### config.mk
export PLATFORM = sky130hd
export DESIGN_NAME = envelope_sequencer
export DESIGN_NICKNAME = d
export VERILOG_FILES = /design/src/rtl/env_pkg.sv /design/src/rtl/env_gain_mult.sv /design/src/rtl/envelope_sequencer.sv
export SDC_FILE = /design/constraint.sdc
export NUM_CORES = 1
export LEC_CHECK = 0
export BUFFER_PORTS_ARGS = -buffer_cell sky130_fd_sc_hd__buf_2
export CELL_PAD_IN_SITES_DETAIL_PLACEMENT = 0
export CELL_PAD_IN_SITES_GLOBAL_PLACEMENT = 1
export CORE_MARGIN = 2
export CORE_UTILIZATION = 31
export CTS_BUF_LIST = sky130_fd_sc_hd__clkbuf_8
export DETAILED_ROUTE_END_ITERATION = 6
export HOLD_SLACK_MARGIN = 0.08
export PLACE_DENSITY_LB_ADDON = 0.1
export SLEW_MARGIN = 20
export SYNTH_ARGS = -nofsm -noshare
export SYNTH_HDL_FRONTEND = slang
export SYNTH_HIERARCHICAL = 1
export SYNTH_SLANG_ARGS = --single-unit
### constraint.sdc
create_clock -name clk -period 13.67 [get_ports clk]
set_input_delay 1.367 -clock clk [delete_from_list [all_inputs] [get_ports clk]]
set_output_delay 1.367 -clock clk [all_outputs]
set_load 0.01 [all_outputs]
### src/rtl/env_pkg.sv
// Shared types and helpers for the envelope sequencer.
// Optional feature macro used by the top: ENV_LOOP_EN (stage looping).
package env_pkg;

    // Gain fractional bits at the default configuration (256 = unity).
    localparam int unsigned GainFracDefault = 8;

    typedef enum logic [1:0] {
        StIdle,
        StRun,
        StSustain
    } env_state_t;

    // Clamp a signed value to the range of a w-bit two's complement number.
    function automatic logic signed [63:0] sat_signed(input logic signed [63:0] v,
                                                      input int unsigned         w);
        logic signed [63:0] hi;
        logic signed [63:0] lo;
        hi = (64'sd1 <<< (w - 1)) - 64'sd1;
        lo = -(64'sd1 <<< (w - 1));
        if (v > hi) begin
            return hi;
        end else if (v < lo) begin
            return lo;
        end
        return v;
    endfunction

endpackage

### src/rtl/env_gain_mult.sv
// Registered saturating signed x unsigned multiply with fixed-point shift.
module env_gain_mult
    import env_pkg::*;
#(
    parameter int unsigned WIDTH     = 24,
    parameter int unsigned GAIN_W    = 16,
    parameter int unsigned GAIN_FRAC = GainFracDefault
) (
    input  logic                    clk_i,
    input  logic                    rst_ni,
    input  logic                    en_i,
    input  logic signed [WIDTH-1:0] sample_i,
    input  logic [GAIN_W-1:0]       gain_i,
    output logic signed [WIDTH-1:0] sample_o
);

    // One extra bit so the unsigned gain stays positive in the signed product.
    localparam int unsigned ProdW = WIDTH + GAIN_W + 1;

    logic signed [ProdW-1:0] a_ext;
    logic signed [ProdW-1:0] g_ext;
    logic signed [ProdW-1:0] prod;
    logic signed [63:0]      shifted;
    logic signed [WIDTH-1:0] out_d;
    logic signed [WIDTH-1:0] out_q;

    // Scale, shift and clamp the product; hold the last result between enables.
    always_comb begin
        a_ext   = ProdW'(sample_i);
        g_ext   = ProdW'(gain_i);
        prod    = a_ext * g_ext;
        shifted = 64'(prod >>> GAIN_FRAC);
        out_d   = out_q;
        if (en_i) begin
            out_d = WIDTH'(sat_signed(shifted, WIDTH));
        end
    end

    // Output register.
    always_ff @(posedge clk_i or negedge rst_ni) begin
        if (!rst_ni) begin
            out_q <= '0;
        end else begin
            out_q <= out_d;
        end
    end

    assign sample_o = out_q;

endmodule

### src/rtl/envelope_sequencer.sv
// Multi-stage envelope generator and gain stage.
// Define ENV_LOOP_EN to add loop_stage/loop_en: after the last stage the
// envelope jumps back to loop_stage instead of ending in idle.
module envelope_sequencer
    import env_pkg::*;
#(
    parameter int unsigned N_STAGES  = 8,
    parameter int unsigned WIDTH     = 24,
    parameter int unsigned GAIN_W    = 16,
    parameter int unsigned DUR_W     = 24,
    parameter int unsigned GAIN_FRAC = GainFracDefault,
    localparam int unsigned IDX_W    = $clog2(N_STAGES)
) (
    input  logic                       clk,
    input  logic                       rstn,
    input  logic                       sample_en,
    input  logic                       retrigger,
    input  logic                       gate,
    input  logic [IDX_W-1:0]           sustain_stage,
    input  logic [N_STAGES*GAIN_W-1:0] stage_gain,
    input  logic [N_STAGES*DUR_W-1:0]  stage_dur,
`ifdef ENV_LOOP_EN
    input  logic [IDX_W-1:0]           loop_stage,
    input  logic                       loop_en,
`endif
    input  logic signed [WIDTH-1:0]    in,
    output logic signed [WIDTH-1:0]    out,
    output logic [GAIN_W-1:0]          gain_out,
    output logic [IDX_W-1:0]           stage_idx,
    output logic                       active
);

    logic [GAIN_W-1:0] gain_arr [N_STAGES];
    logic [DUR_W-1:0]  dur_arr  [N_STAGES];

    env_state_t        state_d, state_q;
    logic [IDX_W-1:0]  idx_d, idx_q;
    logic [IDX_W-1:0]  idx_next;
    logic [DUR_W-1:0]  cnt_d, cnt_q;
    logic [GAIN_W-1:0] gain_d, gain_q;
    logic              active_d, active_q;
    logic              adv;

    // Unpack stage tables; a zero duration still lasts one sample.
    always_comb begin
        for (int i = 0; i < int'(N_STAGES); i++) begin
            gain_arr[i] = stage_gain[i*GAIN_W +: GAIN_W];
            dur_arr[i]  = stage_dur[i*DUR_W +: DUR_W];
            if (dur_arr[i] == '0) begin
                dur_arr[i] = DUR_W'(1);
            end
        end
    end

    // Stage sequencing: retrigger wins, otherwise act once per sample.
    always_comb begin
        state_d  = state_q;
        idx_d    = idx_q;
        cnt_d    = cnt_q;
        gain_d   = gain_q;
        adv      = 1'b0;
        idx_next = idx_q + IDX_W'(1);
        if (retrigger) begin
            state_d = StRun;
            idx_d   = '0;
            cnt_d   = dur_arr[0];
        end else if (sample_en) begin
            unique case (state_q)
                StIdle: gain_d = '0;
                StRun: begin
                    gain_d = gain_arr[idx_q];
                    if (cnt_q > DUR_W'(1)) begin
                        cnt_d = cnt_q - DUR_W'(1);
                    end else if (idx_q == sustain_stage && gate) begin
                        state_d = StSustain;
                    end else begin
                        adv = 1'b1;
                    end
                end
                StSustain: begin
                    gain_d = gain_arr[idx_q];
                    adv    = !gate;
                end
                default: state_d = StIdle;
            endcase
            if (adv) begin
                if (idx_q < IDX_W'(N_STAGES - 1)) begin
                    state_d = StRun;
                    idx_d   = idx_next;
                    cnt_d   = dur_arr[idx_next];
                end
`ifdef ENV_LOOP_EN
                else if (loop_en) begin
                    state_d = StRun;
                    idx_d   = loop_stage;
                    cnt_d   = dur_arr[loop_stage];
                end
`endif
                else begin
                    state_d = StIdle;
                    idx_d   = '0;
                    cnt_d   = '0;
                end
            end
        end
        active_d = (state_d != StIdle);
    end

    // Sequencer state registers.
    always_ff @(posedge clk or negedge rstn) begin
        if (!rstn) begin
            state_q  <= StIdle;
            idx_q    <= '0;
            cnt_q    <= '0;
            gain_q   <= '0;
            active_q <= 1'b0;
        end else begin
            state_q  <= state_d;
            idx_q    <= idx_d;
            cnt_q    <= cnt_d;
            gain_q   <= gain_d;
            active_q <= active_d;
        end
    end

    // The multiplier sees gain_q before this sample's update: gain lags one sample.
    env_gain_mult #(
        .WIDTH    (WIDTH),
        .GAIN_W   (GAIN_W),
        .GAIN_FRAC(GAIN_FRAC)
    ) u_gain_mult (
        .clk_i   (clk),
        .rst_ni  (rstn),
        .en_i    (sample_en),
        .sample_i(in),
        .gain_i  (gain_q),
        .sample_o(out)
    );

    assign gain_out  = gain_q;
    assign stage_idx = idx_q;
    assign active    = active_q;

endmodule
==> summary.md, run 1 <==
| Metric | Value |
|---|---|
| Fin Hold WS | `493 ps` |
| DR vias | `18100` |
| Overflow after GRT | `0` |
| Post-synthesis cell type count | `84` |
| Die Wd | `262 um` |
| Clock Tree Root | `clkbuf_8` |
| I/O Buffers | `395` |
| Setup WS pre-CTS | `4440 ps` |
| Via-to-Cell Ratio | `5.14` |
| Core box area | `65900 um^2` |
| R2R Setup Slk | `5400 ps` |
| Synth top area share | `0.364` |
| Post-Syn Instances | `2329` |
| Layer with the highest usage | `met2` |
| CP most frequent cell | `fa_1` |
| Top cell type by total area after synthesis | `fa_1` |
| Setup TNS | `0 ps` |
| Crit. End Element | `flip-flop` |
| DR iter-0 viols | `1029` |
| Area of the multi-input gates | `16700 um^2` |
| Hold path start | `gain_out[13]$_DFFE_PN0P_` |
| Met3 Track Usage GR | `0.0334` |
| Synth Area in XOR/XNOR | `0.0242` |
| Critical Path AT | `8980 ps` |
| Mux cell area share after synthesis | `0.0802` |
| Die area | `68700 um^2` |
| Cts bufs inserted | `9` |
| Post-synth ARST share | `1.00` |
| GRT Resource Usage Total | `0.234` |
| Kind of cell adding the most delay to the critical path | `adder cells` |
| Clock Latency Late Sink | `430 ps` |
| Reg2Reg Depth | `23` |
| Area delta synth->final | `14.9%` |
| Crit start category | `input port` |
| HPWL Detailed | `64.1 mm` |
| Layout cells sized above 1 | `0.201` |
| M1 GR Usage | `0.315` |
| Outcome | `finished, final reports clean` |
| Pin count of the biggest net entering global routing | `58` |
| Vias in the first global route | `19900` |
| Post-DRT Antenna Nets | `0` |
| Post-synth EDFFs | `0` |
| Worst-path fanout max | `16` |
| Final nets | `3481` |
| Height of the die | `262 um` |
| Max clock buf depth | `2` |
| Yosys warnings | `6` |
| Row count | `94` |
| Slowest library cell on the worst path | `fa_1` |
| RSZ-0062 raised after global routing | `no` |
| Postcts setup bufs | `0` |
| Final worst-path cycle share | `0.638` |
| Cts repair resizes | `0` |
| Final setup fails | `0` |
| Final wirelength | `78.1 mm` |
| Headroom to the max-slew limit | `0.320` |
| Synth Area in Adders | `0.428` |
| Storage cell area | `1760 um^2` |
| CTS Sinks | `70` |
| Commonest non-fill, non-tap cell in the layout | `inv_1` |
| First-pass GRT wire length | `120 mm` |
| Max stage delay on crit path | `700 ps` |
| First-pass DRT Iterations | `5` |
| Max-Cap Viols | `0` |
| Gpl congestion | `0.921` |
| CP bufs+invs | `5` |
| Worst Tran Pin Value | `1020 ps` |
| Fmax | `0.115 GHz` |
| Tmin final | `8730 ps` |
| CTS tree | `done` |
| Top post-synthesis cells by area | `fa_1, inv_1, dfrtp_1` |
| RR Endpoint | `u_gain_mult/sample_o[4]$_DFFE_PN0P_` |
| Clk slew on worst S/H paths | `90 ps` |
| Largest family of logic cells by synthesized area | `adder cells` |
| Pins Over Slew Limit | `0` |
| Met2 usage | `0.399` |
| Synth Flop Type | `dfrtp_1` |
| Hold worst-path end | `gain_out[13]$_DFFE_PN0P_` |
| Endpoints failing hold | `0` |
| Initial Utilization | `0.313` |
| Avg Cell Area, Syn | `8.87 um^2` |
| Hold Path Depth | `2` |
| Register area share after synthesis | `0.0848` |
| # H-tree levels | `3` |
| # DRC | `0` |
| Fin Clk Skew | `17.3 ps` |
| Critical Path, Cell by Cell | `buf_2 > nand2_1 > fa_1 > fa_1 > inv_1 > fa_1 > fa_1 > fa_1 > inv_1 > fa_1 > inv_1 > ha_1 > nand4_1 > nor3_1 > nand4_1 > a211oi_1 > nor3_2 > xnor2_1 > a21oi_1 > nand4_1 > o41ai_4 > buf_4 > o22ai_1` |
| Synth Cell Area | `20600 um^2` |
| Reg2reg start | `gain_out[5]$_DFFE_PN0P_` |
| Post-Synth Simple-Gate Area | `0.174` |
| Worst setup margin | `4940 ps` |
| Seq cells post-synth | `70` |
| Fill cells | `6972` |
| WL/cell | `22.1 um` |
| Boundary pin count | `396` |
| Most frequent cells in the layout | `inv_1, buf_2, fa_1` |
| Crit Path Class | `in2reg` |
| # hold bufs at CTS | `0` |
| Synth Area in Compound Gates | `0.100` |
| Hold Path Class | `reg2reg` |
| Initial antenna violation count | `13` |
| Syn_nets | `3162` |
| Critical Path RT | `13930 ps` |
[synthesized netlist by cell type (14+ instances only)]
library cell / instances
xnor2_1: 40
nand2_1: 307
mux2i_1: 36
o21ai_0: 83
a21oi_1: 75
nor4_1: 59
nor2_1: 92
o22ai_1: 29
inv_1: 471
dfrtp_1: 70
mux4_2: 55
nand3_1: 16
nor3_1: 23
fa_1: 375
buf_1: 14
and2_1: 160
clkbuf_1: 93
a221oi_1: 20
ha_1: 106
xor2_1: 17
[layer usage]
metal | wire, um | up-vias | share of wire
met5 | 11 | - | 0.00014
met4 | 1320 | 2 | 0.017
met3 | 3920 | 67 | 0.050
met2 | 38500 | 514 | 0.49
met1 | 34400 | 9399 | 0.44
li1 | - | 8146 | -
[cell families after synthesis]
family / Yosys count
adders and majority gates: 481
buffers and inverters: 587
xor gates and xnor gates: 57
DFF: 70
AOI/OAI and AO/OA: 310
and+or+nand+nor: 728
muxes: 96
[cell type report]
type / instances / area share
well taps: 864 / 0.0456
clock buffers: 9 / 0.00522
diodes: 13 / 0.00137
flip-flops and latches: 70 / 0.0740
clock inverters: 7 / 0.00332
inverters: 473 / 0.0749
repair buffers: 422 / 0.0920
multi-input cells: 1672 / 0.704
[through the flow]
stage          area (um^2)   util  cells
5_1_grt              23700  0.360   3527
2_1_floorplan        20600      -   2329
3_3_place_gp         23500  0.356   3500
3_5_place_dp         23500  0.356   3501
6_report             23700  0.360   3530
4_1_cts              23700  0.360   3517
[tightest hold or removal path, cell delays in order, from the launching register on]
cell	delay, ps
dfrtp_1	360
nand2_1	50
o21ai_0	60
[sequential cells by signal, indices dropped and copies added, names as in the netlist]
register	count
u_gain_mult/sample_o	24
gain_out	16
cnt_q	24
state_q	2
active	1
stage_idx	3
[worst max path at each step]
stage | startpoint | endpoint | depth (start not counted) | slack, ps
5_1_grt | in[23] | u_gain_mult/sample_o[12]$_DFFE_PN0P_ | 23 | 4260
2_1_floorplan | in[23] | u_gain_mult/sample_o[6]$_DFFE_PN0P_ | 21 | 5930
3_3_place_gp | in[23] | u_gain_mult/sample_o[2]$_DFFE_PN0P_ | 22 | 4340
3_5_place_dp | in[23] | u_gain_mult/sample_o[4]$_DFFE_PN0P_ | 23 | 4440
4_1_cts | in[23] | u_gain_mult/sample_o[4]$_DFFE_PN0P_ | 23 | 4880
6_report | in[23] | u_gain_mult/sample_o[4]$_DFFE_PN0P_ | 23 | 4940
Power of run 1 is left out: the tool's default activity adds up to more than one toggle a clock period on the data nets, which glitch-free logic cannot reach.
==> run 2, diff against run 1 <==
==> constraint.sdc (replaced) <==
create_clock -name clk -period 8.2 [get_ports clk]
set_input_delay 0.82 -clock clk [delete_from_list [all_inputs] [get_ports clk]]
set_output_delay 0.82 -clock clk [all_outputs]
set_load 0.01 [all_outputs]
==> run 2 against run 1 <==
  * Via count increased by 0.57%
  * First-iteration DRC count is 5.2% lower
  * Non-clock buffer count up 16
==> summary.md, run 2 (same netlist as run 1, synthesis figures left out) <==
| Metric | Value |
|---|---|
| Row count | `94 (unchanged)` |
| Setup WS pre-CTS | `42.4 ps (-4400 ps)` |
| Storage cell area | `1760 um^2 (+0.50%)` |
| Commonest non-fill, non-tap cell in the layout | `inv_1` |
| First-pass GRT wire length | `122 mm (+1.2%)` |
| First-pass DRT Iterations | `5 (unchanged)` |
| Placed instance area | `23600 um^2 (+0.53%)` |
| RSZ-0062 raised after global routing | `no` |
| Initial antenna violation count | `11 (-2)` |
| Critical Path AT | `8060 ps (-920 ps)` |
| Final worst-path cycle share | `0.946` |
| Die Wd | `262 um (unchanged)` |
| Overflow after GRT | `0 (unchanged)` |
| GRT Resource Usage Total | `0.239 (+0.00438)` |
| CTS Sinks | `70 (unchanged)` |
| Finished Cell Area | `23800 um^2 (+0.44%)` |
| Fmax | `0.129 GHz` |
| Max clock buf depth | `2 (unchanged)` |
| CTS tree | `done` |
| Final setup fails | `0 (unchanged)` |
| Cts repair resizes | `0 (unchanged)` |
| Slowest library cell on the worst path | `dfrtp_1` |
| Pin count of the biggest net entering global routing | `58 (unchanged)` |
| WL/cell | `22.4 um (+1.1%)` |
| Fill cells | `6990 (+0.26%)` |
| # hold bufs at CTS | `0 (unchanged)` |
| Fin Clk Skew | `25.6 ps (+8.28 ps)` |
| Height of the die | `262 um (unchanged)` |
| Die area | `68700 um^2 (unchanged)` |
| Post-DRT Antenna Nets | `0 (unchanged)` |
| Worst-path fanout max | `23 (+7)` |
| Crit start category | `flip-flop` |
| Tmin final | `7760 ps` |
| Outcome | `finished, final reports clean` |
| DR vias | `18200 (+0.57%)` |
| Cts bufs inserted | `9 (unchanged)` |
| Crit Path Class | `reg2reg` |
| Worst Tran Pin Value | `923 ps (-97.5 ps)` |
| Setup TNS | `0 ps (unchanged)` |
| # H-tree levels | `3 (unchanged)` |
| CP most frequent cell | `fa_1` |
| Initial Utilization | `0.313 (unchanged)` |
| Most frequent cells in the layout | `inv_1, buf_2, fa_1` |
| Core box area | `65900 um^2 (unchanged)` |
| DR iter-0 viols | `976 (-5.2%)` |
| Clock Tree Root | `clkbuf_8` |
| Area of the multi-input gates | `16700 um^2 (about the same)` |
| Gpl congestion | `0.940 (+2.1%)` |
| Max-Cap Viols | `0 (unchanged)` |
| Hold Path Class | `in2async` |
| Final nets | `3497 (+0.46%)` |
| Pins Over Slew Limit | `0 (unchanged)` |
| Crit. End Element | `flip-flop` |
| Endpoints failing hold | `0 (unchanged)` |
| Fin Hold WS | `267 ps (-226 ps)` |
| HPWL Detailed | `66.8 mm (+4.1%)` |
| Boundary pin count | `396 (unchanged)` |
| Vias in the first global route | `20100 (+0.67%)` |
| Clk slew on worst S/H paths | `110 ps (+20 ps)` |
| Area delta synth->final | `15.4%` |
| Max stage delay on crit path | `850 ps (+150 ps)` |
| Via-to-Cell Ratio | `5.15 (+0.20%)` |
| Critical Path, Cell by Cell | `nand2_1 > inv_1 > fa_1 > fa_1 > inv_1 > fa_1 > fa_1 > inv_1 > fa_1 > inv_1 > fa_1 > inv_1 > ha_1 > and2_1 > nand4_1 > a211oi_1 > nor3_2 > xnor2_1 > a21oi_1 > nand4_1 > o41ai_4 > buf_4 > o22ai_1` |
| # DRC | `0 (unchanged)` |
| Worst setup margin | `444 ps (-4500 ps)` |
| Layout cells sized above 1 | `0.208 (+0.00741)` |
| Clock Latency Late Sink | `450 ps (+20 ps)` |
| Critical Path RT | `8500 ps (-5430 ps)` |
| Headroom to the max-slew limit | `0.381 (+0.0612)` |
| Final wirelength | `79.2 mm (+1.4%)` |
| Postcts setup bufs | `0 (unchanged)` |
| I/O Buffers | `395 (unchanged)` |
==> run 2: final timing paths <==
kind	start	end	slack, ps	depth (start not counted)
worst min-delay path	rstn	u_gain_mult/sample_o[20]$_DFFE_PN0P_	270	1
worst min register to register	cnt_q[8]$_DFFE_PN0P_	cnt_q[8]$_DFFE_PN0P_	520	2
max in group asynchronous	rstn	stage_idx[0]$_DFFE_PN0P_	6830	2
min in group clk	cnt_q[8]$_DFFE_PN0P_	cnt_q[8]$_DFFE_PN0P_	520	2
worst max-delay path	gain_out[8]$_DFFE_PN0P_	u_gain_mult/sample_o[1]$_DFFE_PN0P_	440	23
worst max register to register	gain_out[8]$_DFFE_PN0P_	u_gain_mult/sample_o[1]$_DFFE_PN0P_	440	23
==> run 2: worst max-delay path, delay by kind of cell (launching register included) <==
| family | cells | cell delay [ps] |
|---|---|---|
| fa+ha+maj | 7 | 3760 |
| compound gates | 4 | 1110 |
| simple gates | 5 | 910 |
| flops | 1 | 850 |
| buf+inv | 6 | 790 |
| xor+xnor | 1 | 170 |
==> run 2: per-stage QoR <==
stage | utilization | cells
6_report | 0.362 | 3543
5_1_grt | 0.361 | 3539
4_1_cts | 0.361 | 3533
3_5_place_dp | 0.358 | 3517
3_3_place_gp | 0.358 | 3517
2_1_floorplan | - | 2329
==> run 2: cell type report <==
cell class | count | share of cell area
well taps | 864 | 0.0454
multi-input cells | 1672 | 0.700
flip-flops and latches | 70 | 0.0741
diodes | 10 | 0.00105
inverters | 473 | 0.0745
clock buffers | 10 | 0.00578
repair buffers | 438 | 0.0972
clock inverters | 6 | 0.00158
==> run 2: metal layers <==
layer	vias up	track usage	wire length (um)
li1	8172	-	-
met1	9456	0.315	34500
met2	507	0.410	38800
met3	90	0.0339	3920
met4	6	0.0640	1920
met5	-	0	41
Power of run 2 is left out for the same reason.
==> run 3, diff against run 2 <==
--- a/config.mk
+++ b/config.mk
@@ -5,7 +5,7 @@
 export SDC_FILE = /design/constraint.sdc
 export NUM_CORES = 1
 export LEC_CHECK = 0
-export BUFFER_PORTS_ARGS = -buffer_cell sky130_fd_sc_hd__buf_2
+export BUFFER_PORTS_ARGS = -buffer_cell sky130_fd_sc_hd__buf_4
 export CELL_PAD_IN_SITES_DETAIL_PLACEMENT = 0
 export CELL_PAD_IN_SITES_GLOBAL_PLACEMENT = 1
 export CORE_MARGIN = 2
@@ -14,6 +14,7 @@
 export DETAILED_ROUTE_END_ITERATION = 6
 export HOLD_SLACK_MARGIN = 0.08
 export PLACE_DENSITY_LB_ADDON = 0.1
+export RECOVER_POWER = 50
 export SLEW_MARGIN = 20
 export SYNTH_ARGS = -nofsm -noshare
 export SYNTH_HDL_FRONTEND = slang
==> run 3 against run 2 <==
  * Final area grew 4.1%
  * The run now ends with capacitance limit, slew limit left
  * Global-route usage shrank 0.35 points
  * Cell count shrank 0.31%
  * Critical path depth grew 1
  * Via count shrank 0.66%
  * First-iteration DRC count shrank 5.3%
  * Worst hold slack gained 260 ps
  * Non-clock buffer count shrank 3
  * Clock skew shrank 7.1 ps
  * Core utilization grew 1.5 points
  * Count of clock-buffer cells in the layout shrank 1
  * Wire length shrank 1.3%
==> summary.md, run 3 (same netlist as run 1, synthesis figures left out) <==
| Metric | Value |
|---|---|
| Area of the multi-input gates | `16700 um^2 (+0.28%)` |
| Initial Utilization | `0.313 (unchanged)` |
| Endpoints failing hold | `0 (unchanged)` |
| Final wirelength | `78.2 mm (-1.3%)` |
| Area delta synth->final | `20.1%` |
| I/O Buffers | `395 (unchanged)` |
| Worst Tran Pin Value | `2860 ps (+1940 ps)` |
| Max clock buf depth | `2 (unchanged)` |
| First-pass GRT wire length | `120 mm (-1.1%)` |
| Final setup fails | `0 (unchanged)` |
| # DRC | `0 (unchanged)` |
| Crit start category | `flip-flop` |
| Core box area | `65900 um^2 (unchanged)` |
| Max-Cap Viols | `1 (+1)` |
| Outcome | `finished, violations left` |
| Clock Latency Late Sink | `430 ps (-20 ps)` |
| Row count | `94 (unchanged)` |
| Failing checks | `capacitance limit, slew limit` |
| Pins Over Slew Limit | `47 (+47)` |
| DR vias | `18100 (-0.66%)` |
| Worst-path fanout max | `23 (unchanged)` |
| Final worst-path cycle share | `0.940 (-0.00554)` |
| CP most frequent cell | `fa_1` |
| CTS tree | `done` |
| Max stage delay on crit path | `820 ps (-30 ps)` |
| Most frequent cells in the layout | `inv_1, buf_4, fa_1` |
| Height of the die | `262 um (unchanged)` |
| Cts bufs inserted | `9 (unchanged)` |
| Initial antenna violation count | `5 (-6)` |
| Commonest non-fill, non-tap cell in the layout | `inv_1` |
| Overflow after GRT | `0 (unchanged)` |
| Hold Path Class | `reg2reg` |
| Clk slew on worst S/H paths | `90 ps (-20 ps)` |
| Critical Path, Cell by Cell | `nand2_1 > fa_1 > inv_1 > fa_1 > inv_1 > fa_1 > inv_1 > fa_1 > fa_1 > inv_1 > fa_1 > inv_1 > ha_1 > nand2_1 > nor4_1 > o211ai_2 > a21oi_2 > o21ai_4 > a21oi_2 > or4b_1 > nand3_2 > o41ai_4 > buf_4 > o22ai_1` |
| Slowest library cell on the worst path | `dfrtp_1` |
| # H-tree levels | `3 (unchanged)` |
| Tmin final | `7710 ps (-45.4 ps)` |
| Placed instance area | `24600 um^2 (+4.3%)` |
| Gpl congestion | `0.916 (-2.6%)` |
| Layout cells sized above 1 | `0.200 (-0.00847)` |
| CTS Sinks | `70 (unchanged)` |
| Finished Cell Area | `24800 um^2 (+4.1%)` |
| Fill cells | `6852 (-2.0%)` |
| Boundary pin count | `396 (unchanged)` |
| HPWL Detailed | `65.6 mm (-1.8%)` |
| Crit. End Element | `flip-flop` |
| Critical Path RT | `8480 ps (-20 ps)` |
| Storage cell area | `1760 um^2 (unchanged)` |
| Fmax | `0.130 GHz (+0.59%)` |
| RSZ-0062 raised after global routing | `no` |
| DR iter-0 viols | `924 (-5.3%)` |
| Clock Tree Root | `clkbuf_8` |
| Fin Clk Skew | `18.5 ps (-7.05 ps)` |
| Vias in the first global route | `19900 (-0.75%)` |
| # hold bufs at CTS | `0 (unchanged)` |
| Via-to-Cell Ratio | `5.13 (-0.35%)` |
| WL/cell | `22.1 um (-1.0%)` |
| Die Wd | `262 um (unchanged)` |
| First-pass DRT Iterations | `5 (unchanged)` |
| Pin count of the biggest net entering global routing | `58 (unchanged)` |
| Headroom to the max-slew limit | `-0.906 (-1.29)` |
| Critical Path AT | `7990 ps (-70 ps)` |
| Post-DRT Antenna Nets | `0 (unchanged)` |
| Die area | `68700 um^2 (unchanged)` |
| Final nets | `3495 (-0.057%)` |
| Crit Path Class | `reg2reg` |
| GRT Resource Usage Total | `0.235 (-0.00352)` |
[run 3: changes by cell type in the layout (fill, tap and decap cells not counted), moves of 2 or more]
cell	before	now
dfrtp_2	7	4
buf_4	43	407
buf_2	394	0
clkbuf_1	0	24
diode_2	10	1
a31oi_4	1	3
buf_12	1	4
bufinv_16	0	2
dfrtp_1	62	64
inv_1	472	470
clkinv_4	0	2
[run 3: worst max-delay path: cells and delay by family (launching register included)]
family / cells / cell delay [ps]
AND/OR/NAND/NOR: 5 / 1120
AO/OA/AOI/OAI: 6 / 1500
flip-flops: 1 / 820
adder cells (fa/ha/maj): 7 / 3500
buffers and inverters: 6 / 600
[run 3: through the flow]
stage | TNS (ps) | hold WS [ps] | setup WS [ps] | instances | utilization
finish | 0 | 524 | 489 | 3532 | 0.377
global route | 0 | 586 | 58.7 | 3532 | 0.377
CTS | 0 | 272 | 17.8 | 3530 | 0.377
detailed placement | -2560 | 499 | -154 | 3514 | 0.374
global placement | -8220 | 492 | -423 | 3514 | 0.374
floorplan | 0 | 472 | 1010 | 2329 | -
[run 3: per-layer routing]
metal | part of all wire | global-route usage | wire, um
met1 | 0.43 | 0.311 | 33900
met2 | 0.49 | 0.404 | 38400
met3 | 0.052 | 0.0342 | 4060
met4 | 0.024 | 0.0579 | 1870
met5 | 0 | 0 | 0
[run 3: worst paths after layout]
check                                         start                                    to  slack (ps)  cells past startpoint
max in group asynchronous                      rstn              stage_idx[0]$_DFFE_PN0P_        3740                      2
min reg2reg                    cnt_q[8]$_DFFE_PN0P_                  cnt_q[8]$_DFFE_PN0P_         520                      2
max                        gain_out[10]$_DFFE_PN0P_  u_gain_mult/sample_o[11]$_DFFE_PN0P_         490                     24
max reg2reg                gain_out[10]$_DFFE_PN0P_  u_gain_mult/sample_o[11]$_DFFE_PN0P_         490                     24
min in group asynchronous                      rstn   u_gain_mult/sample_o[1]$_DFFE_PN0P_         730                      1
min                            cnt_q[8]$_DFFE_PN0P_                  cnt_q[8]$_DFFE_PN0P_         520                      2
[run 3: cell type report]
cell class              count  share of cell area
inverters                 473              0.0717
multi-input cells        1673               0.675
repair buffers            435               0.130
clock inverters             7             0.00388
diodes                      1            0.000101
clock buffers               9             0.00499
well taps                 864              0.0436
flip-flops and latches     70              0.0711
[run 3: timing repair]
action / in CTS / in global routing
gates cloned: 0 / 1
buffers inserted: 0 / 0
endpoints found under the setup margin: 5 / 23
resized for setup: 2 / 9
Power of run 3 is left out for the same reason.
